==> config.mk <==
export PLATFORM = sky130hd
export DESIGN_NAME = rock_scheduler
export DESIGN_NICKNAME = d
export VERILOG_FILES = /design/src/rtl/rock_scheduler.sv
export SDC_FILE = /design/constraint.sdc
export NUM_CORES = 1
export LEC_CHECK = 0
export CAP_MARGIN = 20
export CORE_MARGIN = 4
export CORE_UTILIZATION = 45
export CTS_BUF_LIST = sky130_fd_sc_hd__clkbuf_8 sky130_fd_sc_hd__clkbuf_16
export CTS_CLUSTER_DIAMETER = 50
export DETAILED_ROUTE_END_ITERATION = 16
export GPL_ROUTABILITY_DRIVEN = 0
export PLACE_DENSITY_LB_ADDON = 0.25
export SYNTH_ARGS = -nofsm -noshare
export SYNTH_HDL_FRONTEND = slang
export SYNTH_SLANG_ARGS = --single-unit
==> constraint.sdc <==
create_clock -name FclkDff -period 2.34 [get_ports FclkDff]
set_input_delay 0.468 -clock FclkDff [delete_from_list [all_inputs] [get_ports FclkDff]]
set_output_delay 0.468 -clock FclkDff [all_outputs]
set_load 0.1 [all_outputs]
==> src/rtl/rock_scheduler.sv <==
// rock_scheduler: steps the F/A motion setpoints by at most one unit per
// settle window. Arbitration between F and A is round-robin, and steps are
// clamped to the configured bounds.
module rock_scheduler #(
  parameter int F_INIT = 5,
  parameter int A_INIT = 5,
  parameter int F_MIN  = 1,
  parameter int F_MAX  = 15,
  parameter int A_MIN  = 0,
  parameter int A_MAX  = 15,
  parameter int SETTLE = 8
) (
  input  logic       FclkDff,
  input  logic       reset,
  input  logic       enable,
  input  logic       Fhoog,
  input  logic       Flaag,
  input  logic       Ahoog,
  input  logic       Alaag,
  output logic [3:0] F,
  output logic [3:0] A,
  output logic       step_f,
  output logic       step_a,
  output logic       sat,
  output logic       conflict,
  output logic       busy,
  output logic       F0,
  output logic       AF0
);

  localparam logic [3:0] LP_F_INIT = 4'(F_INIT);
  localparam logic [3:0] LP_A_INIT = 4'(A_INIT);
  localparam logic [3:0] LP_F_MIN  = 4'(F_MIN);
  localparam logic [3:0] LP_F_MAX  = 4'(F_MAX);
  localparam logic [3:0] LP_A_MIN  = 4'(A_MIN);
  localparam logic [3:0] LP_A_MAX  = 4'(A_MAX);
  localparam logic [7:0] LP_CNT_LD = 8'(SETTLE - 1);

  typedef enum logic {S_IDLE = 1'b0, S_SETTLE = 1'b1} state_t;

  state_t     r_state, w_state_nxt;
  logic [7:0] r_cnt;
  logic       r_rr_a;     // 1: A wins when both channels request
  logic [3:0] r_f, r_a;
  logic       r_step_f, r_step_a, r_sat, r_conflict;

  logic w_idle, w_req_f, w_req_a, w_grant, w_sel_a;
  logic w_f_up, w_f_dn, w_a_up, w_a_dn, w_sat, w_conf_now;

  // Both directions high cancels the request for that channel.
  assign w_idle     = (r_state == S_IDLE);
  assign w_req_f    = enable & (Fhoog ^ Flaag);
  assign w_req_a    = enable & (Ahoog ^ Alaag);
  assign w_grant    = w_idle & (w_req_f | w_req_a);
  assign w_sel_a    = w_req_a & (~w_req_f | r_rr_a);
  assign w_conf_now = (Fhoog & Flaag) | (Ahoog & Alaag);

  // Bound check happens before the step, so the 4-bit values never wrap.
  assign w_f_up = w_grant & ~w_sel_a & Fhoog & (r_f < LP_F_MAX);
  assign w_f_dn = w_grant & ~w_sel_a & Flaag & (r_f > LP_F_MIN);
  assign w_a_up = w_grant &  w_sel_a & Ahoog & (r_a < LP_A_MAX);
  assign w_a_dn = w_grant &  w_sel_a & Alaag & (r_a > LP_A_MIN);
  assign w_sat  = w_grant & ~(w_f_up | w_f_dn | w_a_up | w_a_dn);

  // State register
  always_ff @(posedge FclkDff or posedge reset) begin
    if (reset) r_state <= S_IDLE;
    else       r_state <= w_state_nxt;
  end

  // Next state: a grant opens a window; the window closes when the count runs out
  always_comb begin
    w_state_nxt = r_state;
    case (r_state)
      S_IDLE:   if (w_grant)        w_state_nxt = S_SETTLE;
      S_SETTLE: if (r_cnt == 8'd0)  w_state_nxt = S_IDLE;
      default:                      w_state_nxt = S_IDLE;
    endcase
  end

  // Setpoints, round-robin pointer, settle counter and registered pulses
  always_ff @(posedge FclkDff or posedge reset) begin
    if (reset) begin
      r_f        <= LP_F_INIT;
      r_a        <= LP_A_INIT;
      r_rr_a     <= 1'b0;
      r_cnt      <= 8'd0;
      r_step_f   <= 1'b0;
      r_step_a   <= 1'b0;
      r_sat      <= 1'b0;
      r_conflict <= 1'b0;
    end else begin
      r_step_f <= w_f_up | w_f_dn;
      r_step_a <= w_a_up | w_a_dn;
      r_sat    <= w_sat;
      if (w_idle) r_conflict <= w_conf_now;
      if (w_f_up) r_f <= r_f + 4'd1;
      if (w_f_dn) r_f <= r_f - 4'd1;
      if (w_a_up) r_a <= r_a + 4'd1;
      if (w_a_dn) r_a <= r_a - 4'd1;
      if (w_grant) begin
        r_rr_a <= ~w_sel_a;
        r_cnt  <= LP_CNT_LD;
      end else if (!w_idle && r_cnt != 8'd0) begin
        r_cnt  <= r_cnt - 8'd1;
      end
    end
  end

  // Outputs: status decodes straight from state and setpoints
  always_comb begin
    F        = r_f;
    A        = r_a;
    step_f   = r_step_f;
    step_a   = r_step_a;
    sat      = r_sat;
    conflict = r_conflict;
    busy     = (r_state == S_SETTLE);
    F0       = (r_f == LP_F_MIN);
    AF0      = (r_f == LP_F_MIN) & (r_a == LP_A_MIN);
  end

endmodule

==> metrics, run 1 <==
min-delay worst type reg2reg; syn_area_per_cell 10.0 um2; # DRC 0; main combinational cell family by area after synthesis simple AND/OR/NAND/NOR gates; Die X 62.2 um; most frequent cells in the layout buf_4 (30), dfrtp_1 (13), nand2_1 (9); VDD IR max 914 uV; DR WL/cell 14.3 um; antenna-violating nets left 0; Detailed Route WL 2890 um; Max Clock Freq 447 MHz; crit-path max FO 4; Unique masters post-synth 43; crit start category flip-flop; Combinational Power Share 0.545; critical path endpoint category primary output; CP bufs+invs 2; Synth Area in Compound Gates 0.190; Cells after Synth 132; Critical Path AT 1770 ps; Area after DPL 1700 um2; xor/xnor share of the synthesized area 0.0530; sequential share of power 0.331; PwrDens 1180 nW/um2; WP data required 1870 ps; Area Overhead vs Synth 37.8%; vias in the first global route 1067; Seq cells post-synth 22; post-synthesis mux area share 0.0265; final instance area 1820 um2; post-synthesis sequential area ratio 0.420; Fin. Hold Viols 0; first-pass GRT wire length 5010 um; nets@finish 186; Die ar. 3870 um2; delay-heaviest family, CP simple AND/OR/NAND/NOR gates; Clock Tree Buf Depth 2; CTS tree built; Post-synth top flop dfrtp_1; Slew headroom 0.751; drt pass-1 iters 4; post-DP HPWL 2220 um; Fillers 234; warnings from Yosys 0; clk_skew 6.75 ps; FP Rows 19; n_diodes 0; Synth Area in Simple Gates 0.214; Syn Std Cell Area 1320 um2; worst stage delay on the critical path 560 ps; clk_lat worst skew 260 ps; I/O Buffers 21; Maximum Capacitance Violations 0; status completed; DP Worst Slack -394 ps; initial antenna violation count 0; Post-CTS Hold Fix Bufs 0; crit path cell chain or4_4 -> buf_4 -> nor2b_4 -> buf_12; leakage power 0.818 nW; total global routing overflow 0; Core Footprint 2780 um2; share of cells above drive strength 1 0.351; # clock sinks 22; H-tree levels 1; top-level I/O count 22; detail-routed via count per cell 5.57; Tmin final 2240 ps; total CTS buffers 3; CP max-delay cell or4_4; Clk Tree Root Cell clkbuf_8; die span in y 62.2 um; commonest non-fill, non-tap cell in the layout buf_4; Sw Share 0.492; EDFF count, synth 0; ys async rst share 1.00; adder-cell share of the synthesized area 0.0663; Final Slew Violations 0; P_sw 1.05 mW; setup ws final 104 ps; worst slew pin tran 369 ps; Initial Util 0.475; Clock Power Share 0.124; total number of vias 1126; fin crit share 0.955; critical path class reg2out; Net Count, Synth 146; Setup violations, final 0; largest net degree at the start of global routing 23; Total GRT Usage 0.155; clk slew on worst S/H paths 80 ps; DRT iter0 DRCs 47; Pint 1.09 mW
[cell usage after synthesis (3+ instances only)]
library cell   n  area share
a21oi_1        5       0.019
o21ai_0        5       0.019
xor2_1         6       0.040
nor3_1         6       0.023
or4_1          3       0.017
dfrtp_1       18        0.34
o211ai_1       4       0.023
nand2_1       10       0.028
nor2_1         7       0.020
nand2b_1       4       0.019
dfstp_2        4       0.080
nand3_1        7       0.027
inv_1          7       0.020
nor2b_1        3       0.014
ha_1           7       0.066
[power by group through the flow]
| stage | clock, mW | combinational [mW] | sequential [mW] |
|---|---|---|---|
| floorplan | 0 | 0.474 | 1.10 |
| global placement | 0 | 1.10 | 0.710 |
| detailed placement | 0 | 1.14 | 0.722 |
| CTS | 0.271 | 1.14 | 0.717 |
| global route | 0.296 | 1.25 | 0.731 |
| finish | 0.266 | 1.17 | 0.709 |
[registers in the layout (all words and copies together), names as in the netlist]
name,count
conflict,1
A,4
sat,1
r_cnt,8
F,4
r_rr_a,1
step_a,1
busy,1
step_f,1
[metal layers]
metal / part of all wire / wire length [um] / vias up / GRT usage
li1: - / - / 560 / -
met1: 0.49 / 1410 / 542 / 0.224
met2: 0.47 / 1360 / 22 / 0.240
met3: 0.034 / 97 / 2 / 0.0252
met4: 0.0055 / 16 / 0 / 0.0407
met5: 0 / 0 / - / 0
[kinds of logic after synthesis]
| group | count (synthesis) |
|---|---|
| and+or+nand+nor | 51 |
| AOI/OAI and AO/OA | 31 |
| DFF | 22 |
| buffers and inverters | 10 |
| xor gates and xnor gates | 8 |
| adders and majority gates | 7 |
| muxes | 3 |
[through the flow]
stage	std cells	util	hold slack [ps]	setup TNS, ps	power (mW)
after CTS	199	0.638	517	0	2.13
after floorplan	132	-	454	-688	1.58
final	202	0.655	512	0	2.14
after global routing	202	0.655	549	-1.27	2.28
after detailed placement	195	0.613	495	-502	1.86
after global placement	195	0.613	474	-354	1.81
[cell type report]
class                   instances  area, um2  area share
multi-input cells             100        798       0.438
well taps                      31       38.8      0.0213
inverters                       7       26.3      0.0144
repair buffers                 38        332       0.182
clock buffers                   4       55.1      0.0302
flip-flops and latches         22        571       0.313
[worst min-delay path: stages (launching register included)]
cell and delay [ps]:
dfrtp_1 370, nand2_1 50, o21ai_0 60
[path summary, 6_finish.rpt]
path / endpoint / slack (ps) / depth (start not counted) / start
min in group asynchronous: r_cnt[1] / 540 / 3 / reset
hold / removal: conflict / 510 / 2 / conflict
hold reg to reg: conflict / 510 / 2 / conflict
setup reg to reg: A[2] / 110 / 9 / A[1]
setup / recovery: AF0 / 100 / 4 / A[1]
max in group asynchronous: A[2] / 1520 / 3 / reset
[timing repair]
item | CTS | global route
gates resized for setup | 3 | 5
setup endpoints to repair | 1 | 1
pin swaps | 2 | 3
buffers inserted | 0 | 3
No activity file was read; power rests on OpenSTA's default activity.
==> run 2: changes to the inputs <==
--- a/config.mk
+++ b/config.mk
@@ -7,7 +7,7 @@
 export LEC_CHECK = 0
 export CAP_MARGIN = 20
 export CORE_MARGIN = 4
-export CORE_UTILIZATION = 45
+export CORE_UTILIZATION = 50
 export CTS_BUF_LIST = sky130_fd_sc_hd__clkbuf_8 sky130_fd_sc_hd__clkbuf_16
 export CTS_CLUSTER_DIAMETER = 50
 export DETAILED_ROUTE_END_ITERATION = 16
==> run 2 against run 1 <==
Cell count is 2.5% higher. Maximum frequency is 3.6% lower. Sequential cell count stayed put. Worst setup slack worse by 84 ps. Register-to-register slack worse by 40 ps. Combinational power hardly changed. Critical path type is now in2reg. Largest cell class unchanged.
==> metrics, run 2 (same netlist as run 1, synthesis figures left out) <==
status completed; max FFs per register 8 (unchanged); leakage power 0.839 nW (+2.6%); Total GRT Usage 0.202 (+0.0469); CTS tree built; WP data required 2530 ps (+660 ps); Die ar. 3530 um2 (-8.7%); post-DP HPWL 2190 um (-1.2%); Core Footprint 2500 um2 (-10%); top-level I/O count 22 (unchanged); total CTS buffers 3 (unchanged); I/O Buffers 21 (unchanged); Clock Tree Buf Depth 2 (unchanged); Critical Path AT 2510 ps (+740 ps); nets@finish 192 (+3.2%); Slew headroom 0.736 (-0.0150); DR WL/cell 16.2 um (+13%); n_diodes 0 (unchanged); unrepaired setup endpoints after global routing true; drt pass-1 iters 4 (unchanged); # DRC 0 (unchanged); dpl cells 194 (-0.51%); VDD IR max 1040 uV (+14%); Fin. Hold Viols 0 (unchanged); Die X 59.4 um (-4.5%); Setup violations, final 0 (unchanged); FP Rows 18 (-1); most frequent cells in the layout buf_4 (36), dfrtp_1 (13), nand2_1 (9); antenna-violating nets left 0 (unchanged); Post-CTS Hold Fix Bufs 0 (unchanged); final non-filler cell total 207 (+2.5%); die span in y 59.4 um (-4.5%); commonest non-fill, non-tap cell in the layout buf_4; Area Overhead vs Synth 42.6%; total number of vias 1199 (+6.5%); Final Core Density 0.754 (+0.0992); detail-routed via count per cell 5.79 (+3.9%); Fin Hold WS 504 ps (-7.89 ps); critical path endpoint category flip-flop; largest net degree at the start of global routing 23 (unchanged); clk slew on worst S/H paths 80 ps (about the same); min-delay worst type reg2reg; Max Clock Freq 431 MHz (-3.6%); # clock sinks 22 (unchanged); vias in the first global route 1222 (+15%); clk_lat worst skew 260 ps (about the same); largest register by flop count r_cnt; PwrDens 1160 nW/um2 (-1.5%); worst slew pin tran 391 ps (+22.1 ps); fin crit share 0.991 (+0.0360); initial antenna violation count 0 (unchanged); Initial Util 0.529 (+0.0535); Final Slew Violations 0 (unchanged); Maximum Capacitance Violations 0 (unchanged); DRT iter0 DRCs 71 (+51%); crit-path max FO 3 (-1); crit start category input port; total global routing overflow 0 (unchanged); Clk Tree Root Cell clkbuf_8; Total Power 2.18 mW (+1.9%); Detailed Route WL 3360 um (+16%); share of cells above drive strength 1 0.390 (+0.0390); Tmin final 2320 ps (+84.2 ps); first-pass GRT wire length 5380 um (+7.3%); H-tree levels 1 (unchanged); Fillers 173 (-26%); clk_skew 2.59 ps (-4.17 ps); critical path class in2reg
==> run 2: timing repair <==
item | CTS | global route
setup buffers | 6 | 3
resized for setup | 3 | 8
pin swaps | 5 | 7
setup endpoints to repair | 1 | 4
==> run 2: cell type report <==
cell class | instances | area (um2) | area share
clock buffers | 4 | 55.1 | 0.0292
inverters | 7 | 26.3 | 0.0139
multi-input cells | 100 | 817 | 0.434
flip-flops and latches | 22 | 571 | 0.303
well taps | 30 | 37.5 | 0.0199
repair buffers | 44 | 378 | 0.201
==> run 2: where the power goes <==
part | leakage, nW | internal [mW] | switching [mW] | total [mW]
registers | 0.259 | 0.547 | 0.166 | 0.713
clock network | 0.0288 | 0.150 | 0.122 | 0.272
logic | 0.552 | 0.413 | 0.784 | 1.20
total | 0.839 | 1.11 | 1.07 | 2.18
==> run 2: worst paths after layout <==
path,startpoint,endpoint,slack [ps],cells after the start
worst max-delay path,Alaag,A[2],20,10
worst min-delay path,conflict,conflict,500,2
worst max register to register,A[3],A[2],70,9
worst min register to register,conflict,conflict,500,2
max in group asynchronous,reset,F[0],1500,3
min in group asynchronous,reset,A[1],570,3
==> run 2: stage by stage <==
| stage | setup TNS (ps) | area, um2 | setup WS, ps |
|---|---|---|---|
| after floorplan | -688 | 1380 | -653 |
| after global placement | -266 | 1700 | -249 |
| after detailed placement | -425 | 1700 | -368 |
| after CTS | 0 | 1820 | 6.68 |
| after global routing | -70.7 | 1880 | -70.7 |
| final | 0 | 1880 | 20.1 |
==> run 2: worst max-delay path: stages <==
cell and delay (ps):
clkdlybuf4s50_1 480, ha_4 320, nand3_2 80, nor2_2 130, xor2_1 160, ha_2 230, and2b_1 140, mux2i_1 80
a211oi_2 260, xor2_1 170
==> run 2: metal layers <==
layer / part of all wire / global-route usage / vias up
met5: 0 / 0 / -
met4: 0.029 / 0.0906 / 0
met3: 0.047 / 0.0545 / 11
met2: 0.52 / 0.356 / 33
met1: 0.41 / 0.224 / 582
li1: - / - / 573
